===== src/rtl/wash_bus_master_if.sv =====
// rtl/wash_bus_master_if.sv - host request/response and register-bus signals of the wash bus master
// master: the bus master; slave: the host plus controller side.
interface wash_bus_master_if;
  logic       req_valid;
  logic       req_ready;
  logic       req_write;
  logic [1:0] req_addr;
  logic [7:0] req_wdata;
  logic       rsp_valid;
  logic [7:0] rsp_data;
  logic       cs;
  logic       wr_en;
  logic       rd_en;
  logic [1:0] addr;
  logic [7:0] wr_data;
  logic [7:0] rd_data;
  logic [7:0] status_q;
  logic       status_change;

  modport master (
    input  req_valid, req_write, req_addr, req_wdata, rd_data,
    output req_ready, rsp_valid, rsp_data, cs, wr_en, rd_en, addr, wr_data,
           status_q, status_change
  );

  modport slave (
    output req_valid, req_write, req_addr, req_wdata, rd_data,
    input  req_ready, rsp_valid, rsp_data, cs, wr_en, rd_en, addr, wr_data,
           status_q, status_change
  );
endinterface


===== src/rtl/wash_bus_master.sv =====
// rtl/wash_bus_master.sv - single-transaction register bus master with idle-time status polling
// Every output is a flop; the strobe cycle is set up on the transition into WR/RD.
module wash_bus_master #(
  parameter int         RD_LATENCY  = 1,
  parameter int         POLL_PERIOD = 1000,
  parameter logic [1:0] POLL_ADDR   = 2'd3
) (
  input logic               clk,
  input logic               reset,
  wash_bus_master_if.master bus
);

  typedef enum logic [1:0] {IDLE, WR, RD, RD_WAIT} state_t;

  localparam int              PCW         = (POLL_PERIOD > 0) ? $clog2(POLL_PERIOD + 1) : 1;
  localparam logic [PCW-1:0]  POLL_RELOAD = (POLL_PERIOD > 0) ? PCW'(POLL_PERIOD - 1) : '0;
  localparam logic [2:0]      LAT         = 3'(RD_LATENCY);

  state_t         state_q, state_d;
  logic           is_poll_q, is_poll_d;
  logic [2:0]     lat_q, lat_d;
  logic [PCW-1:0] pcnt_q, pcnt_d;
  logic           poll_pending_q, poll_pending_d;
  logic           req_ready_q, req_ready_d;
  logic           rsp_valid_q, rsp_valid_d;
  logic [7:0]     rsp_data_q, rsp_data_d;
  logic           cs_q, cs_d;
  logic           wr_en_q, wr_en_d;
  logic           rd_en_q, rd_en_d;
  logic [1:0]     addr_q, addr_d;
  logic [7:0]     wr_data_q, wr_data_d;
  logic [7:0]     status_q, status_d;
  logic           status_change_q, status_change_d;
  logic           poll_launch;
  logic           poll_expire;

  always_comb begin
    state_d         = state_q;
    is_poll_d       = is_poll_q;
    lat_d           = lat_q;
    cs_d            = 1'b0;
    wr_en_d         = 1'b0;
    rd_en_d         = 1'b0;
    addr_d          = 2'd0;
    wr_data_d       = 8'd0;
    rsp_valid_d     = 1'b0;
    rsp_data_d      = 8'd0;
    status_d        = status_q;
    status_change_d = 1'b0;
    poll_launch     = 1'b0;

    case (state_q)
      IDLE: begin
        // A host request always wins; a pending poll simply waits for the next idle cycle.
        if (bus.req_valid && req_ready_q) begin
          cs_d      = 1'b1;
          addr_d    = bus.req_addr;
          is_poll_d = 1'b0;
          if (bus.req_write) begin
            wr_en_d   = 1'b1;
            wr_data_d = bus.req_wdata;
            state_d   = WR;
          end else begin
            rd_en_d = 1'b1;
            state_d = RD;
          end
        end else if (poll_pending_q) begin
          cs_d        = 1'b1;
          rd_en_d     = 1'b1;
          addr_d      = POLL_ADDR;
          is_poll_d   = 1'b1;
          poll_launch = 1'b1;
          state_d     = RD;
        end
      end
      WR: begin
        rsp_valid_d = 1'b1;
        state_d     = IDLE;
      end
      RD: begin
        lat_d   = LAT;
        state_d = RD_WAIT;
      end
      RD_WAIT: begin
        lat_d = lat_q - 3'd1;
        if (lat_q == 3'd1) begin
          state_d = IDLE;
          if (is_poll_q) begin
            status_change_d = (bus.rd_data != status_q);
            status_d        = bus.rd_data;
          end else begin
            rsp_valid_d = 1'b1;
            rsp_data_d  = bus.rd_data;
          end
        end
      end
      default: state_d = IDLE;
    endcase

    req_ready_d = (state_d == IDLE);

    poll_expire = 1'b0;
    pcnt_d      = pcnt_q;
    if (POLL_PERIOD > 0) begin
      poll_expire = (pcnt_q == '0);
      pcnt_d      = poll_expire ? POLL_RELOAD : pcnt_q - 1'b1;
    end
    // At most one poll is ever pending; an expiry while pending is absorbed.
    poll_pending_d = poll_expire || (poll_pending_q && !poll_launch);
  end

  always_ff @(posedge clk) begin
    if (reset) begin
      state_q         <= IDLE;
      is_poll_q       <= 1'b0;
      lat_q           <= 3'd0;
      pcnt_q          <= POLL_RELOAD;
      poll_pending_q  <= 1'b0;
      req_ready_q     <= 1'b0;
      rsp_valid_q     <= 1'b0;
      rsp_data_q      <= 8'd0;
      cs_q            <= 1'b0;
      wr_en_q         <= 1'b0;
      rd_en_q         <= 1'b0;
      addr_q          <= 2'd0;
      wr_data_q       <= 8'd0;
      status_q        <= 8'd0;
      status_change_q <= 1'b0;
    end else begin
      state_q         <= state_d;
      is_poll_q       <= is_poll_d;
      lat_q           <= lat_d;
      pcnt_q          <= pcnt_d;
      poll_pending_q  <= poll_pending_d;
      req_ready_q     <= req_ready_d;
      rsp_valid_q     <= rsp_valid_d;
      rsp_data_q      <= rsp_data_d;
      cs_q            <= cs_d;
      wr_en_q         <= wr_en_d;
      rd_en_q         <= rd_en_d;
      addr_q          <= addr_d;
      wr_data_q       <= wr_data_d;
      status_q        <= status_d;
      status_change_q <= status_change_d;
    end
  end

  assign bus.req_ready     = req_ready_q;
  assign bus.rsp_valid     = rsp_valid_q;
  assign bus.rsp_data      = rsp_data_q;
  assign bus.cs            = cs_q;
  assign bus.wr_en         = wr_en_q;
  assign bus.rd_en         = rd_en_q;
  assign bus.addr          = addr_q;
  assign bus.wr_data       = wr_data_q;
  assign bus.status_q      = status_q;
  assign bus.status_change = status_change_q;

endmodule


===== src/flat_wrapper.sv =====
// flat-port wrapper written by rule: the top's interface ports become plain ports
module wash_bus_master_flat 
#(
  parameter int         RD_LATENCY  = 1,
  parameter int         POLL_PERIOD = 1000,
  parameter logic [1:0] POLL_ADDR   = 2'd3
)
  (clk, reset, bus_req_valid, bus_req_write, bus_req_addr, bus_req_wdata, bus_rd_data, bus_req_ready, bus_rsp_valid, bus_rsp_data, bus_cs, bus_wr_en, bus_rd_en, bus_addr, bus_wr_data, bus_status_q, bus_status_change);
  wash_bus_master_if bus_i ();
  input logic clk;
  input logic reset;
  input wire logic [$bits(bus_i.req_valid)-1:0] bus_req_valid;
  input wire logic [$bits(bus_i.req_write)-1:0] bus_req_write;
  input wire logic [$bits(bus_i.req_addr)-1:0] bus_req_addr;
  input wire logic [$bits(bus_i.req_wdata)-1:0] bus_req_wdata;
  input wire logic [$bits(bus_i.rd_data)-1:0] bus_rd_data;
  output wire logic [$bits(bus_i.req_ready)-1:0] bus_req_ready;
  output wire logic [$bits(bus_i.rsp_valid)-1:0] bus_rsp_valid;
  output wire logic [$bits(bus_i.rsp_data)-1:0] bus_rsp_data;
  output wire logic [$bits(bus_i.cs)-1:0] bus_cs;
  output wire logic [$bits(bus_i.wr_en)-1:0] bus_wr_en;
  output wire logic [$bits(bus_i.rd_en)-1:0] bus_rd_en;
  output wire logic [$bits(bus_i.addr)-1:0] bus_addr;
  output wire logic [$bits(bus_i.wr_data)-1:0] bus_wr_data;
  output wire logic [$bits(bus_i.status_q)-1:0] bus_status_q;
  output wire logic [$bits(bus_i.status_change)-1:0] bus_status_change;
  assign bus_i.req_valid = bus_req_valid;
  assign bus_i.req_write = bus_req_write;
  assign bus_i.req_addr = bus_req_addr;
  assign bus_i.req_wdata = bus_req_wdata;
  assign bus_i.rd_data = bus_rd_data;
  assign bus_req_ready = bus_i.req_ready;
  assign bus_rsp_valid = bus_i.rsp_valid;
  assign bus_rsp_data = bus_i.rsp_data;
  assign bus_cs = bus_i.cs;
  assign bus_wr_en = bus_i.wr_en;
  assign bus_rd_en = bus_i.rd_en;
  assign bus_addr = bus_i.addr;
  assign bus_wr_data = bus_i.wr_data;
  assign bus_status_q = bus_i.status_q;
  assign bus_status_change = bus_i.status_change;
  wash_bus_master #(.RD_LATENCY(RD_LATENCY), .POLL_PERIOD(POLL_PERIOD), .POLL_ADDR(POLL_ADDR)) u_core (.clk(clk), .reset(reset), .bus(bus_i));
endmodule

===== config.mk =====
export PLATFORM = sky130hd
export DESIGN_NAME = wash_bus_master_flat
export DESIGN_NICKNAME = d
export VERILOG_FILES = /design/src/rtl/wash_bus_master_if.sv /design/src/rtl/wash_bus_master.sv /design/src/flat_wrapper.sv
export SDC_FILE = /design/constraint.sdc
export NUM_CORES = 1
export LEC_CHECK = 0
export CORE_ASPECT_RATIO = 1.5
export CORE_MARGIN = 2
export CORE_UTILIZATION = 50
export DETAILED_ROUTE_END_ITERATION = 16
export GPL_TIMING_DRIVEN = 0
export PLACE_DENSITY = 0.81
export SLEW_MARGIN = 20
export SYNTH_ARGS = -nofsm -noshare
export SYNTH_HDL_FRONTEND = slang
export SYNTH_SLANG_ARGS = --single-unit
export TNS_END_PERCENT = 5

===== constraint.sdc =====
create_clock -name clk -period 2.2 [get_ports clk]
set_input_delay 0.55 -clock clk [delete_from_list [all_inputs] [get_ports clk]]
set_output_delay 0.55 -clock clk [all_outputs]
set_load 0.03 [all_outputs]

==> results.cfg <==
[outcome]
outcome = complete, no violations

[yosys]
synth_flop_cell = dfxtp_1
yosysTopAreaCell = dfxtp_1
synthDistinctLibCells = 42
syn-num-nets = 215
yosys-top-cells-area = dfxtp_1 (53%), and2_1 (5.7%), o21ai_0 (4.3%), xor2_1 (3.8%), a21oi_1 (3.5%)
yosys_register_bits = 49
synth_area_sq_mm = 0.00185
synth-edff-count = 0
syn_area_per_cell_sq_um = 9.75
ys_seq_area_frac = 0.529
yosys_warnings = 0
synthArstFlopShare = 0
syn_inst = 190
synth_top_cell_area_share = 0.529
yosysMostFrequentCell = dfxtp_1
synthTopCellsByCount = dfxtp_1 (49), and2_1 (17), o21ai_0 (16)

[clock_tree]
numCtsBuffers = 5
cts_htree_levels = 2
post_cts_buffers = 0
hold_buffers = 0
cts_tree = built
ctsResizeCount = 0
cts_buffer_depth = 2
clk_pin_slew_worst_paths_ns = 0.08
clk_latency_ns = 0.30
root_buffer = clkbuf_8
clock_sinks = 49

[floorplan]
start_util = 0.513
placementRows = 27
die-area_sq_mm = 0.00422
die_x_um = 53.7
die_h_um = 78.6
core_area_sq_mm = 0.00361
io_pins = 54

[worst_setup_path]
arrival_ns = 1.40
regToRegStartpoint = u_core.lat_q[1]
slowest_delay_ns = 0.71
cp-start-kind = flip-flop
cp.required_ns = 1.65
path_max_fanout = 5
startpoint = u_core.bus.req_ready
endpoint_kind = output port
cpMaxStageDelayCell = clkdlybuf4s50_1
path_delay_family = buffers and inverters
rrSetupSlack_ns = 0.37
crit_buf_inv = 1
path_class = flip-flop to output port
crit_chain = clkdlybuf4s50_1

[timing]
rsz0062_at_grt = no
max-slew-margin-rel = 0.315
worst_clock_skew_ns = 0.00333
tightestPinTransition_ns = 1.02
setup_viol = 0
setup-tns-final_ns = 0
max_freq_mhz = 512
min_period_over_period = 0.888
min_period_ns = 1.95
hold_viol_final = 0
drv_slew = 0

[layout]
num-nets-final = 274
finalNonFillerCells = 292
diodes = 0
drive_gt1_frac = 0.0482
syn_to_final_growth_pct = 35.7

[placement]
dp_hpwl_um = 3070
gp_congestion = 0.715
io_buffers = 52
dp_cells = 285

[routing]
vias = 1523
wl_per_cell_um = 13.7
drcViolationCount = 0
postRouteAntennaNets = 0
drt_iter0_markers = 28
wirelength_um = 4000
viasPerCell = 5.22
first_pass_iters = 4

[run]
maxCapViolations = 0

[hold_path]
hp-class = flip-flop to flip-flop
worstHoldStart = u_core.pcnt_q[0]

[pwr]
max-vdd-ir-drop_uv = 560
power_leakage_nw = 0.921
powerDensity_mw_per_mm2 = 645
p_total_mw = 1.62

[global_route]
antenna_found_initial = 0
grtUsageTotal = 0.218
grt_start_max_net_pins = 14
grt_pass1_vias = 1486
grt_overflow_total = 0
grt_pass1_wl_um = 6730
[layout make-up]
cell class | instances | area [sq um]
fillers | 296 | 1100
well taps | 43 | 53.8
inverters | 7 | 26.3
repair buffers | 52 | 520
clock buffers | 7 | 86.3
multi-input cells | 127 | 820
plain buffers | 7 | 26.3
flip-flops and latches | 49 | 981
[worst register-to-register path: cells and delay by family, from the launching register on]
family / cells / cell delay, ns
flops: 1 / 0.31
buf+inv: 1 / 0.09
fa+ha+maj: 1 / 0.19
simple gates: 3 / 1.19
[registers in the layout, indices dropped and copies added (netlist names)]
name,cells
u_core.bus.addr,2
u_core.bus.rsp_valid,1
u_core.is_poll_q,1
u_core.poll_pending_q,1
u_core.bus.status_q,8
u_core.bus.status_change,1
u_core.bus.cs,1
u_core.lat_q,3
u_core.pcnt_q,10
u_core.bus.rd_en,1
u_core.bus.wr_en,1
u_core.bus.rsp_data,8
u_core.bus.wr_data,8
u_core.state_q,2
u_core.bus.req_ready,1
[through the flow]
step / utilization / setup slack, ns / hold slack (ns) / area, sq um
finish: 0.695 / 0.247 / 0.424 / 2510
global route: 0.695 / 0.185 / 0.455 / 2510
global placement: 0.672 / 0.0971 / 0.398 / 2430
CTS: 0.695 / 0.248 / 0.426 / 2510
detailed placement: 0.672 / 0.0761 / 0.407 / 2430
floorplan: - / 0.659 / 0.380 / 1850
[logic make-up (layout without fill, tap and decap cells)]
group / after synthesis / after routing / share of synthesized area
AND/OR/NAND/NOR: 72 / 72 / 0.240
flip-flops: 49 / 49 / 0.529
AO/OA/AOI/OAI: 43 / 43 / 0.140
buffers and inverters: 14 / 73 / 0.0284
XOR/XNOR: 9 / 9 / 0.0425
adder cells (fa/ha/maj): 3 / 3 / 0.0203
[power breakdown]
part,leakage [nW],total (mW),switching (mW),internal [mW]
registers,0.397,0.926,0.0172,0.909
logic,0.480,0.176,0.0886,0.0873
clock network,0.0443,0.519,0.269,0.250
[metal layers]
layer | global-route usage | part of all wire | wire [um] | vias up
met5 | 0 | 0 | 0 | -
met4 | 0.0846 | 0.018 | 70 | 0
met3 | 0.0513 | 0.040 | 159 | 6
met2 | 0.402 | 0.56 | 2250 | 37
met1 | 0.222 | 0.38 | 1520 | 691
li1 | - | - | - | 789
[path summary, 6_finish.rpt]
path	to	depth (start not counted)
worst min-delay path	u_core.pcnt_q[0]	1
worst max register to register	u_core.bus.rsp_data[0]	5
worst max-delay path	bus_req_ready	1
worst min register to register	u_core.pcnt_q[0]	1
[cells in the final DEF, fill, tap and decap left out, types with 2 or more instances in the layout]
master,instances
dfxtp_1,49
nor2_1,4
and3b_1,2
nand2_1,6
a21oi_1,13
xor2_1,8
o21a_1,2
nor2b_1,5
clkdlybuf4s50_1,52
o21ai_0,16
or3_1,4
nor3_1,4
clkbuf_1,7
clkbuf_8,6
nor4_1,6
inv_1,7
nand4b_1,2
ha_1,3
nand2b_1,2
nand3_1,11
and2_1,17
(Power assumes the default switching activity.)
